**config.mk**
```make
export PLATFORM = sky130hd
export DESIGN_NAME = rv32i_insn_encoder_flat
export DESIGN_NICKNAME = d
export VERILOG_FILES = /design/src/rtl/rv32i_pkg.sv /design/src/rtl/rv32i_insn_encoder_if.sv /design/src/rtl/rv32i_insn_pack.sv /design/src/rtl/rv32i_insn_encoder.sv /design/src/flat_wrapper.sv
export SDC_FILE = /design/constraint.sdc
export NUM_CORES = 1
export LEC_CHECK = 0
export BUFFER_PORTS_ARGS = -buffer_cell sky130_fd_sc_hd__buf_4
export CAP_MARGIN = 40
export CORE_ASPECT_RATIO = 1.75
export CORE_UTILIZATION = 43
export DETAILED_ROUTE_END_ITERATION = 8
export HOLD_SLACK_MARGIN = 0.06
export PLACE_DENSITY_LB_ADDON = 0.1
export SYNTH_ARGS = -nofsm -noshare
export SYNTH_HDL_FRONTEND = slang
export SYNTH_SLANG_ARGS = --single-unit
```
**constraint.sdc**
```tcl
create_clock -name clk -period 1.8 [get_ports clk]
set_input_delay 0.09 -clock clk [delete_from_list [all_inputs] [get_ports clk]]
set_output_delay 0.09 -clock clk [all_outputs]
set_load 0.03 [all_outputs]
```
**src/rtl/rv32i_pkg.sv**
```systemverilog
// Shared RV32I definitions for the instruction encoder slice.
// Contents:
//   opcode_t    - RV32I base opcodes understood by the encoder
//   insn_fmt_t  - instruction encoding formats (R/I/S/B/U/J)
//   F7_DEFAULT / F7_ALT - the two legal funct7 values for OP / shift-immediate
//   NOP_INSN    - canonical NOP (ADDI x0,x0,0)
package rv32i_pkg;

    typedef enum logic [6:0] {
        OP_LUI    = 7'b0110111,
        OP_AUIPC  = 7'b0010111,
        OP_JAL    = 7'b1101111,
        OP_JALR   = 7'b1100111,
        OP_BRANCH = 7'b1100011,
        OP_LOAD   = 7'b0000011,
        OP_STORE  = 7'b0100011,
        OP_I_TYPE = 7'b0010011,
        OP_R_TYPE = 7'b0110011,
        OP_SYSTEM = 7'b1110011
    } opcode_t;

    typedef enum logic [2:0] {
        FMT_R,
        FMT_I,
        FMT_S,
        FMT_B,
        FMT_U,
        FMT_J
    } insn_fmt_t;

    localparam logic [6:0]  F7_DEFAULT = 7'b0000000;
    localparam logic [6:0]  F7_ALT     = 7'b0100000;
    localparam logic [31:0] NOP_INSN   = 32'h0000_0013;

endpackage

```
**src/rtl/rv32i_insn_encoder_if.sv**
```systemverilog
// Field-bundle input and IMEM write port of the RV32I instruction encoder.
// Signals:
//   in_valid/in_ready           - bundle handshake (accept when both high)
//   in_opcode..in_imm           - instruction fields to pack
//   wr_en/wr_ready              - IMEM write handshake (commit when both high)
//   wr_addr/wr_data             - word address and encoded instruction
// Modports:
//   master - the encoder (consumes bundles, drives the write port)
//   slave  - the environment (program source and IMEM)
interface rv32i_insn_encoder_if #(
    parameter int ADDR_W = 10
);
    logic              in_valid;
    logic              in_ready;
    logic [6:0]        in_opcode;
    logic [2:0]        in_funct3;
    logic [6:0]        in_funct7;
    logic [4:0]        in_rd;
    logic [4:0]        in_rs1;
    logic [4:0]        in_rs2;
    logic [31:0]       in_imm;
    logic              wr_en;
    logic              wr_ready;
    logic [ADDR_W-1:0] wr_addr;
    logic [31:0]       wr_data;

    modport master (
        input  in_valid, in_opcode, in_funct3, in_funct7, in_rd, in_rs1, in_rs2, in_imm,
        output in_ready,
        output wr_en, wr_addr, wr_data,
        input  wr_ready
    );

    modport slave (
        output in_valid, in_opcode, in_funct3, in_funct7, in_rd, in_rs1, in_rs2, in_imm,
        input  in_ready,
        input  wr_en, wr_addr, wr_data,
        output wr_ready
    );
endinterface

```
**src/rtl/rv32i_insn_pack.sv**
```systemverilog
// Combinational RV32I field packer: fields -> {format, 32-bit word, illegal}.
// Ports:
//   opcode, funct3, funct7, rd, rs1, rs2, imm - instruction fields
//   fmt     - encoding format selected by opcode (unknown opcodes pack as R)
//   word    - packed instruction
//   illegal - bundle violates RV32I encoding rules
// Build option: RV32I_ENC_CHECK_EN enables the legality checks; without it
// illegal is constant 0 and every bundle is packed.
module rv32i_insn_pack
    import rv32i_pkg::*;
(
    input  logic [6:0]  opcode,
    input  logic [2:0]  funct3,
    input  logic [6:0]  funct7,
    input  logic [4:0]  rd,
    input  logic [4:0]  rs1,
    input  logic [4:0]  rs2,
    input  logic [31:0] imm,
    output insn_fmt_t   fmt,
    output logic [31:0] word,
    output logic        illegal
);
    // SLLI/SRLI/SRAI (funct3 001/101) carry funct7 in the upper immediate field.
    logic is_shift;
    assign is_shift = (opcode == OP_I_TYPE) && (funct3[1:0] == 2'b01);

    always_comb begin
        // NOTE: assign a default first so every path drives the output and no latch is inferred.
        fmt = FMT_R;
        case (opcode)
            OP_LUI, OP_AUIPC:                      fmt = FMT_U;
            OP_JAL:                                fmt = FMT_J;
            OP_JALR, OP_LOAD, OP_I_TYPE, OP_SYSTEM: fmt = FMT_I;
            OP_STORE:                              fmt = FMT_S;
            OP_BRANCH:                             fmt = FMT_B;
            default:                               fmt = FMT_R;
        endcase
    end

    always_comb begin
        word = {funct7, rs2, rs1, funct3, rd, opcode};
        case (fmt)
            FMT_I: word = is_shift ? {funct7, imm[4:0], rs1, funct3, rd, opcode}
                                   : {imm[11:0], rs1, funct3, rd, opcode};
            FMT_S: word = {imm[11:5], rs2, rs1, funct3, imm[4:0], opcode};
            FMT_B: word = {imm[12], imm[10:5], rs2, rs1, funct3, imm[4:1], imm[11], opcode};
            FMT_U: word = {imm[31:12], rd, opcode};
            FMT_J: word = {imm[20], imm[10:1], imm[11], imm[19:12], rd, opcode};
            default: ;
        endcase
    end

`ifdef RV32I_ENC_CHECK_EN
    logic f7_ok;
    assign f7_ok = (funct7 == F7_DEFAULT) || (funct7 == F7_ALT);

    always_comb begin
        illegal = 1'b0;
        case (opcode)
            OP_BRANCH: illegal = (funct3 == 3'b010) || (funct3 == 3'b011) || imm[0];
            OP_LOAD:   illegal = (funct3 == 3'b011) || (funct3[2:1] == 2'b11);
            OP_STORE:  illegal = (funct3 > 3'b010);
            OP_R_TYPE: illegal = !f7_ok ||
                                 ((funct7 == F7_ALT) && (funct3 != 3'b000) && (funct3 != 3'b101));
            OP_I_TYPE: illegal = ((funct3 == 3'b001) && (funct7 != F7_DEFAULT)) ||
                                 ((funct3 == 3'b101) && !f7_ok);
            OP_JAL:    illegal = imm[0];
            OP_LUI, OP_AUIPC, OP_JALR, OP_SYSTEM: illegal = 1'b0;
            default:   illegal = 1'b1;
        endcase
    end
`else
    assign illegal = 1'b0;
`endif

endmodule

```
**src/rtl/rv32i_insn_encoder.sv**
```systemverilog
// RV32I instruction encoder: accepts field bundles, packs them into RV32I
// words and streams them to IMEM at sequential word addresses.
// Ports:
//   clk, rst     - clock and synchronous active-high reset
//   start        - restart at BASE_ADDR, drop any pending word, clear full
//   bus          - bundle input and IMEM write port (master modport)
//   full         - DEPTH words committed since start/reset
//   err_illegal  - one-cycle pulse after an accepted bundle was rejected
//   insn_count   - words committed since start/reset
// Build option: RV32I_ENC_CHECK_EN (legality checking inside rv32i_insn_pack).
module rv32i_insn_encoder
    import rv32i_pkg::*;
#(
    parameter int ADDR_W    = 10,
    parameter int DEPTH     = 1024,
    parameter int BASE_ADDR = 0
) (
    input  logic                 clk,
    input  logic                 rst,
    input  logic                 start,
    rv32i_insn_encoder_if.master bus,
    output logic                 full,
    output logic                 err_illegal,
    output logic [ADDR_W:0]      insn_count
);
    localparam logic [ADDR_W-1:0] BASE      = ADDR_W'(BASE_ADDR);
    localparam logic [ADDR_W:0]   DEPTH_CNT = (ADDR_W+1)'(DEPTH);

    logic              wr_en_q;
    logic [ADDR_W-1:0] wr_addr_q;
    logic [31:0]       wr_data_q;

    // The packer's format output is informational; the word already reflects it.
    insn_fmt_t   unused_fmt;
    logic [31:0] word;
    logic        illegal;

    rv32i_insn_pack u_pack (
        .opcode  (bus.in_opcode),
        .funct3  (bus.in_funct3),
        .funct7  (bus.in_funct7),
        .rd      (bus.in_rd),
        .rs1     (bus.in_rs1),
        .rs2     (bus.in_rs2),
        .imm     (bus.in_imm),
        .fmt     (unused_fmt),
        .word    (word),
        .illegal (illegal)
    );

    logic            in_ready;
    logic            accept;
    logic            commit;
    logic [ADDR_W:0] count_inc;

    // A commit frees the output register in the same cycle, so the next bundle
    // can be taken without a bubble.
    assign in_ready  = !full && !start && (!wr_en_q || bus.wr_ready);
    assign accept    = bus.in_valid && in_ready;
    assign commit    = wr_en_q && bus.wr_ready;
    assign count_inc = insn_count + (ADDR_W+1)'(1);

    assign bus.in_ready = in_ready;
    assign bus.wr_en    = wr_en_q;
    assign bus.wr_addr  = wr_addr_q;
    assign bus.wr_data  = wr_data_q;

    // NOTE: non-blocking assignments so every register samples pre-edge values.
    always_ff @(posedge clk) begin
        if (rst) begin
            wr_en_q     <= 1'b0;
            wr_addr_q   <= BASE;
            wr_data_q   <= '0;
            full        <= 1'b0;
            err_illegal <= 1'b0;
            insn_count  <= '0;
        end else if (start) begin
            // Pending word is dropped; wr_en falls even if IMEM is ready now.
            wr_en_q     <= 1'b0;
            wr_addr_q   <= BASE;
            full        <= 1'b0;
            err_illegal <= 1'b0;
            insn_count  <= '0;
        end else begin
            err_illegal <= accept && illegal;

            if (accept && !illegal) begin
                wr_en_q   <= 1'b1;
                wr_data_q <= word;
            end else if (commit) begin
                wr_en_q <= 1'b0;
            end

            if (commit) begin
                insn_count <= count_inc;
                // Address stays on the last written word once full: no wrap.
                if (count_inc == DEPTH_CNT) begin
                    full <= 1'b1;
                end else begin
                    wr_addr_q <= wr_addr_q + ADDR_W'(1);
                end
            end
        end
    end

endmodule

```
**src/flat_wrapper.sv**
```systemverilog
// flat-port wrapper written by rule: the top's interface ports become plain ports
module rv32i_insn_encoder_flat import rv32i_pkg::*;
#(
    parameter int ADDR_W    = 10,
    parameter int DEPTH     = 1024,
    parameter int BASE_ADDR = 0
)
  (clk, rst, start, full, err_illegal, insn_count, bus_in_valid, bus_in_opcode, bus_in_funct3, bus_in_funct7, bus_in_rd, bus_in_rs1, bus_in_rs2, bus_in_imm, bus_in_ready, bus_wr_en, bus_wr_addr, bus_wr_data, bus_wr_ready);
  rv32i_insn_encoder_if #(.ADDR_W(ADDR_W)) bus_i ();
  input  logic clk;
  input  logic rst;
  input  logic start;
  output logic full;
  output logic err_illegal;
  output logic [ADDR_W:0] insn_count;
  input wire logic [$bits(bus_i.in_valid)-1:0] bus_in_valid;
  input wire logic [$bits(bus_i.in_opcode)-1:0] bus_in_opcode;
  input wire logic [$bits(bus_i.in_funct3)-1:0] bus_in_funct3;
  input wire logic [$bits(bus_i.in_funct7)-1:0] bus_in_funct7;
  input wire logic [$bits(bus_i.in_rd)-1:0] bus_in_rd;
  input wire logic [$bits(bus_i.in_rs1)-1:0] bus_in_rs1;
  input wire logic [$bits(bus_i.in_rs2)-1:0] bus_in_rs2;
  input wire logic [$bits(bus_i.in_imm)-1:0] bus_in_imm;
  output wire logic [$bits(bus_i.in_ready)-1:0] bus_in_ready;
  output wire logic [$bits(bus_i.wr_en)-1:0] bus_wr_en;
  output wire logic [$bits(bus_i.wr_addr)-1:0] bus_wr_addr;
  output wire logic [$bits(bus_i.wr_data)-1:0] bus_wr_data;
  input wire logic [$bits(bus_i.wr_ready)-1:0] bus_wr_ready;
  assign bus_i.in_valid = bus_in_valid;
  assign bus_i.in_opcode = bus_in_opcode;
  assign bus_i.in_funct3 = bus_in_funct3;
  assign bus_i.in_funct7 = bus_in_funct7;
  assign bus_i.in_rd = bus_in_rd;
  assign bus_i.in_rs1 = bus_in_rs1;
  assign bus_i.in_rs2 = bus_in_rs2;
  assign bus_i.in_imm = bus_in_imm;
  assign bus_in_ready = bus_i.in_ready;
  assign bus_wr_en = bus_i.wr_en;
  assign bus_wr_addr = bus_i.wr_addr;
  assign bus_wr_data = bus_i.wr_data;
  assign bus_i.wr_ready = bus_wr_ready;
  rv32i_insn_encoder #(.ADDR_W(ADDR_W), .DEPTH(DEPTH), .BASE_ADDR(BASE_ADDR)) u_core (.clk(clk), .rst(rst), .start(start), .bus(bus_i), .full(full), .err_illegal(err_illegal), .insn_count(insn_count));
endmodule
```
==> run metrics, run 1 <==
ys async rst share 0%; area grow syn2layout 52.94%; Synth Flop Type dfxtp_1; # diodes 0; CTS clk-pin slew, worst paths 110 ps; Critical Path Source Type flop; final instance area 0.004269 mm^2; worst skew pair latency 330 ps; largest net degree at the start of global routing 35; CP max FO 21; Power Density 626.4 mW/mm^2; Initial Utilization 44.82%; number of synthesized flops with an enable pin 0; placed instance count 535; Final Non-Filler Cells 556; GP Congestion 0.9138; clock skew 9.581 ps; vias in the first global route 2,912; clk root buf clkbuf_8; DRC 0; final WL 8.363 mm; fin util 68.54%; CTS tree built; final hold violations 0; FF-to-FF path depth 7; DR vias/cell 5.336; post-route ant nets 0; port bufs 124; register area share after synthesis 39.44%; Synth cell types 54; final critical-path required period 1848 ps; hold path start bus_in_opcode[2]; worst-path cell chain nand4_1, nor2_1, xor2_1, a2111oi_4, buf_12, or4_4, nand2_2; R2R setup slack -50 ps; share of cells above drive strength 1 40.55%; CTS Buffer Depth 2; fin crit share 102.6%; IO Count 126; post-DP HPWL 6.596 mm; GRT Overall Usage 25.68%; Achievable Freq 541.2 MHz; Finish-stage setup viols 6; Post-Syn Instances 328; syn nets 399; Std-Cell Rows 38; Core Box Area 0.006228 mm^2; slowest stage delay, CP 470 ps; #FFs+latches synth 55; failing checks setup timing; YS warnings 0; Hold EP u_core.bus.wr_data[2]; WHS Path Cells 3; worst reg2reg endpoint u_core.bus.wr_addr[0]; first-pass GRT wire length 13.68 mm; grt total ovfl 0; WP data arrival 2130 ps; Lkg Pwr 0.001770 uW; setup repair after global routing missed its margin true; Critical path buffers and inverters 1; Num CTS Buffers 5; fin. max-slew vios 0; Max-Cap Viols 0; die area 0.006831 mm^2; setup ws final -47.58 ps; syn_area_per_cell 8.510 um^2; crit end category flop; Worst Hold Class primary input to flop; slowest cell on the critical path or4_4; Final nets 546; CP Class flop to flop; CTS HTree Levels 2; initial antenna violation count 0; height of the die 108.6 um; peak supply drop 0.0006225 V; Routed WL per cell 15.04 um; Initial DRC Count 170; CP required 2080 ps; Die Width 62.91 um; CP top delay family simple AND/OR/NAND/NOR gates; Cell Area, Synth 0.002791 mm^2; first-pass detailed-route iteration total 4; Sinks on Clock Net 55; vias after detailed routing 2,967; outcome complete, but fails checks; Reg-to-Reg Start u_core.insn_count[0]; Placed Area 0.003989 mm^2
-- stage by stage --
| stage | worst slack (ps) | total power, uW | hold slack, ps | setup TNS [ps] |
|---|---|---|---|---|
| floorplan | -26.28 | 1566 | 226.0 | -26.28 |
| global placement | -32.17 | 1814 | 351.3 | -63.36 |
| detailed placement | -67.02 | 1820 | 358.6 | -450.3 |
| CTS | -44.72 | 2700 | 60.24 | -116.3 |
| global route | -139.6 | 2788 | 72.08 | -1179 |
| finish | -47.58 | 2674 | 76.98 | -125.4 |
-- sequential cells by signal, summed over array words and instances (netlist names) --
register and flops:
u_core.bus.wr_data 32, u_core.insn_count 11, u_core.bus.wr_addr 10, u_core.bus.wr_en 1
u_core.full 1
-- worst max-delay path by stage --
stage | from | endpoint | cells past startpoint
floorplan | u_core.insn_count[1] | u_core.bus.wr_addr[4] | 8
global placement | u_core.insn_count[1] | u_core.bus.wr_addr[4] | 6
detailed placement | u_core.insn_count[1] | u_core.bus.wr_addr[4] | 6
CTS | u_core.insn_count[1] | u_core.bus.wr_addr[0] | 7
global route | u_core.insn_count[0] | u_core.bus.wr_addr[8] | 8
finish | u_core.insn_count[0] | u_core.bus.wr_addr[0] | 7
-- cell type report --
| cell class | instances | area [um^2] |
|---|---|---|
| fillers | 523 | 1959 |
| multi-input cells | 251 | 1677 |
| repair buffers | 159 | 1236 |
| flip-flops and latches | 55 | 1129 |
| well taps | 80 | 100.1 |
| clock buffers | 5 | 68.82 |
| clock inverters | 3 | 47.55 |
| inverters | 3 | 11.26 |
-- tightest hold or removal path: stages --
cell,delay (ps)
buf_4,140
nand2_1,60
a21oi_1,60
-- synthesized netlist by cell type (all sizes together), types with 8 or more instances --
| library cell | n | share of area, % |
|---|---|---|
| nor2 | 46 | 6.3 |
| a221oi | 8 | 2.7 |
| nand4 | 8 | 2.0 |
| clkbuf | 9 | 1.2 |
| a211oi | 21 | 6.2 |
| o21ai | 11 | 2.0 |
| buf | 10 | 2.2 |
| mux2i | 14 | 5.0 |
| a21oi | 24 | 4.7 |
| nand2 | 42 | 5.7 |
| dfxtp | 55 | 39 |
-- logic make-up (layout without fill, tap and decap cells) --
group,Yosys count,in the layout,share of synthesized area [%]
xor gates and xnor gates,14,14,4.393
other,1,1,0.1343
adders and majority gates,2,2,0.8963
and+or+nand+nor,136,136,23.89
AOI/OAI and AO/OA,84,84,22.46
DFF,55,55,39.44
buffers and inverters,22,170,3.765
muxes,14,14,5.020
-- report_power, final --
group          internal [uW]  total (uW)  switching (uW)
combinational            250         537             287
clock                    422         858             436
sequential              1250        1280            25.2
-- what timing repair did --
| item | CTS | global route |
|---|---|---|
| endpoints found under the setup margin | 10 | 19 |
| pin swaps | 6 | 2 |
| hold endpoints to repair | 12 | 0 |
| setup buffers | 1 | 0 |
| hold buffers | 12 | 0 |
| gates resized for setup | 1 | 8 |
-- per-layer routing --
metal | wire, um | GRT usage [%] | share of wire (%) | vias up
li1 | - | - | - | 1478
met1 | 3068 | 26.16 | 37 | 1367
met2 | 4634 | 48.62 | 55 | 98
met3 | 333 | 3.270 | 4.0 | 24
met4 | 326 | 15.61 | 3.9 | 0
met5 | 0 | 0 | 0 | -
-- cell usage in the layout (no fill, tap or decap), types with 5 or more instances in the layout --
cell,n
xnor2_1,7
nor3_1,6
a211oi_1,18
buf_4,146
o21ai_0,11
dlygate4sd3_1,12
nand4_1,7
dfxtp_1,45
or3_1,7
clkbuf_8,5
a21oi_1,20
a221oi_1,6
nor2_1,45
dfxtp_4,6
nand3_1,5
mux2i_1,14
xor2_1,7
nand2_1,40
Note: power is estimated with default switching activity, not from simulation.
==> run 2, diff against run 1 <==
--- a/config.mk
+++ b/config.mk
@@ -8,6 +8,7 @@
 export BUFFER_PORTS_ARGS = -buffer_cell sky130_fd_sc_hd__buf_4
 export CAP_MARGIN = 40
 export CORE_ASPECT_RATIO = 1.75
+export CORE_MARGIN = 4
 export CORE_UTILIZATION = 43
 export DETAILED_ROUTE_END_ITERATION = 8
 export HOLD_SLACK_MARGIN = 0.06
==> run metrics, run 2 (same netlist as run 1, synthesis figures left out) <==
GP Congestion 0.8911; Num CTS Buffers 5; Placed Area 0.004016 mm^2; setup ws final -55.19 ps; CP Class flop to flop; Final nets 545; height of the die 114.6 um; most frequent cells in the layout buf_4 (148), nor2_1 (45), dfxtp_1 (45); final instance area 0.004219 mm^2; CP required 2060 ps; DR vias/cell 5.398; fin util 67.22%; Initial DRC Count 136; CTS clk-pin slew, worst paths 110 ps; pre-CTS setup slack -75.80 ps; GRT Overall Usage 21.76%; peak supply drop 0.0005648 V; final critical-path required period 1855 ps; # diodes 0; area grow syn2layout 51.14%; die area 0.007895 mm^2; Lkg Pwr 0.001759 uW; CTS Buffer Depth 2; post-DP HPWL 6.741 mm; Std-Cell Rows 38; port bufs 124; failing checks setup timing; Power Density 592.2 mW/mm^2; max reg flops 32; Max-Cap Viols 0; vias after detailed routing 2,996; post-route ant nets 0; total power 2498 uW; CP max FO 21; final hold violations 0; most common cell after layout, fill and taps aside buf_4; Reg-to-Reg Start u_core.insn_count[1]; Routed WL per cell 15.11 um; CTS tree built; vias in the first global route 2,987; outcome complete, but fails checks; first-pass detailed-route iteration total 4; initial antenna violation count 0; IO Count 126; clk root buf clkbuf_8; Achievable Freq 539.0 MHz; fin crit share 103.1%; setup repair after global routing missed its margin true; Initial Utilization 44.48%; CP startpoint u_core.insn_count[1]; largest net degree at the start of global routing 35; final WL 8.384 mm; FF-to-FF path depth 7; WP data arrival 2120 ps; Core Box Area 0.006276 mm^2; first-pass GRT wire length 13.29 mm; crit end category flop; Critical Path Source Type flop; Worst setup endpoint u_core.bus.wr_addr[0]; Sinks on Clock Net 55; R2R setup slack -60 ps; Finish-stage setup viols 6; CTS HTree Levels 2; share of cells above drive strength 1 40.21%; DRC 0; worst reg2reg endpoint u_core.bus.wr_addr[0]; Worst Hold Class primary input to flop; fin. max-slew vios 0; Die Width 68.91 um; grt total ovfl 0; clock skew 14.06 ps; worst skew pair latency 310 ps
## run 2: area by class of cell
type,instances,area [um^2]
flip-flops and latches,55,1129
clock inverters,3,22.52
repair buffers,158,1231
well taps,80,100.1
fillers,562,2057
multi-input cells,251,1657
inverters,3,11.26
clock buffers,5,68.82
## run 2: metrics by stage
stage / cells / hold slack (ps) / TNS [ps]
3_3_place_gp: 537 / 351.2 / -233.9
5_1_grt: 555 / 73.28 / -1485
6_report: 555 / 83.14 / -150.1
4_1_cts: 554 / 65.34 / -211.3
2_1_floorplan: 328 / 226.0 / -26.28
3_5_place_dp: 537 / 357.9 / -600.3
## run 2: critical path, cell delays in order (launching register included)
cell and delay, ps:
dfxtp_4 400, nand4_1 200, nor2_1 170, xor2_1 250, a2111oi_4 90, buf_12 170
or4_1 460, nand2_1 70
## run 2: how the worst min path moves through the flow
| stage | end | from | depth (start not counted) |
|---|---|---|---|
| after CTS | u_core.bus.wr_data[6] | bus_in_opcode[6] | 3 |
| final | u_core.bus.wr_en | start | 3 |
| after floorplan | u_core.bus.wr_data[0] | bus_in_opcode[0] | 2 |
| after global routing | u_core.bus.wr_data[4] | bus_in_opcode[4] | 3 |
| after global placement | u_core.bus.wr_data[27] | bus_in_imm[7] | 3 |
| after detailed placement | u_core.bus.wr_data[25] | bus_in_imm[5] | 3 |
## run 2: timing repair
action,4_1_cts,5_1_grt
hold buffers,8,0
pin swaps,1,14
resized for setup,1,3
hold endpoints to repair,8,0
setup buffers,1,1
cloned,0,0
setup endpoints to repair,10,16
## run 2: metal layers
layer | global-route usage [%] | vias up | wire (um)
met5 | 0 | - | 0
met2 | 40.63 | 106 | 4720
met1 | 22.83 | 1398 | 2973
met4 | 9.245 | 0 | 252
met3 | 3.340 | 16 | 438
li1 | - | 1476 | -
## run 2: power by group
group / switching (uW) / leakage, uW / internal [uW]
Sequential: 24.5 / 0.000456 / 1250
Combinational: 283 / 0.00125 / 247
Clock: 407 / 0.0000504 / 283
Total: 715 / 0.00176 / 1780
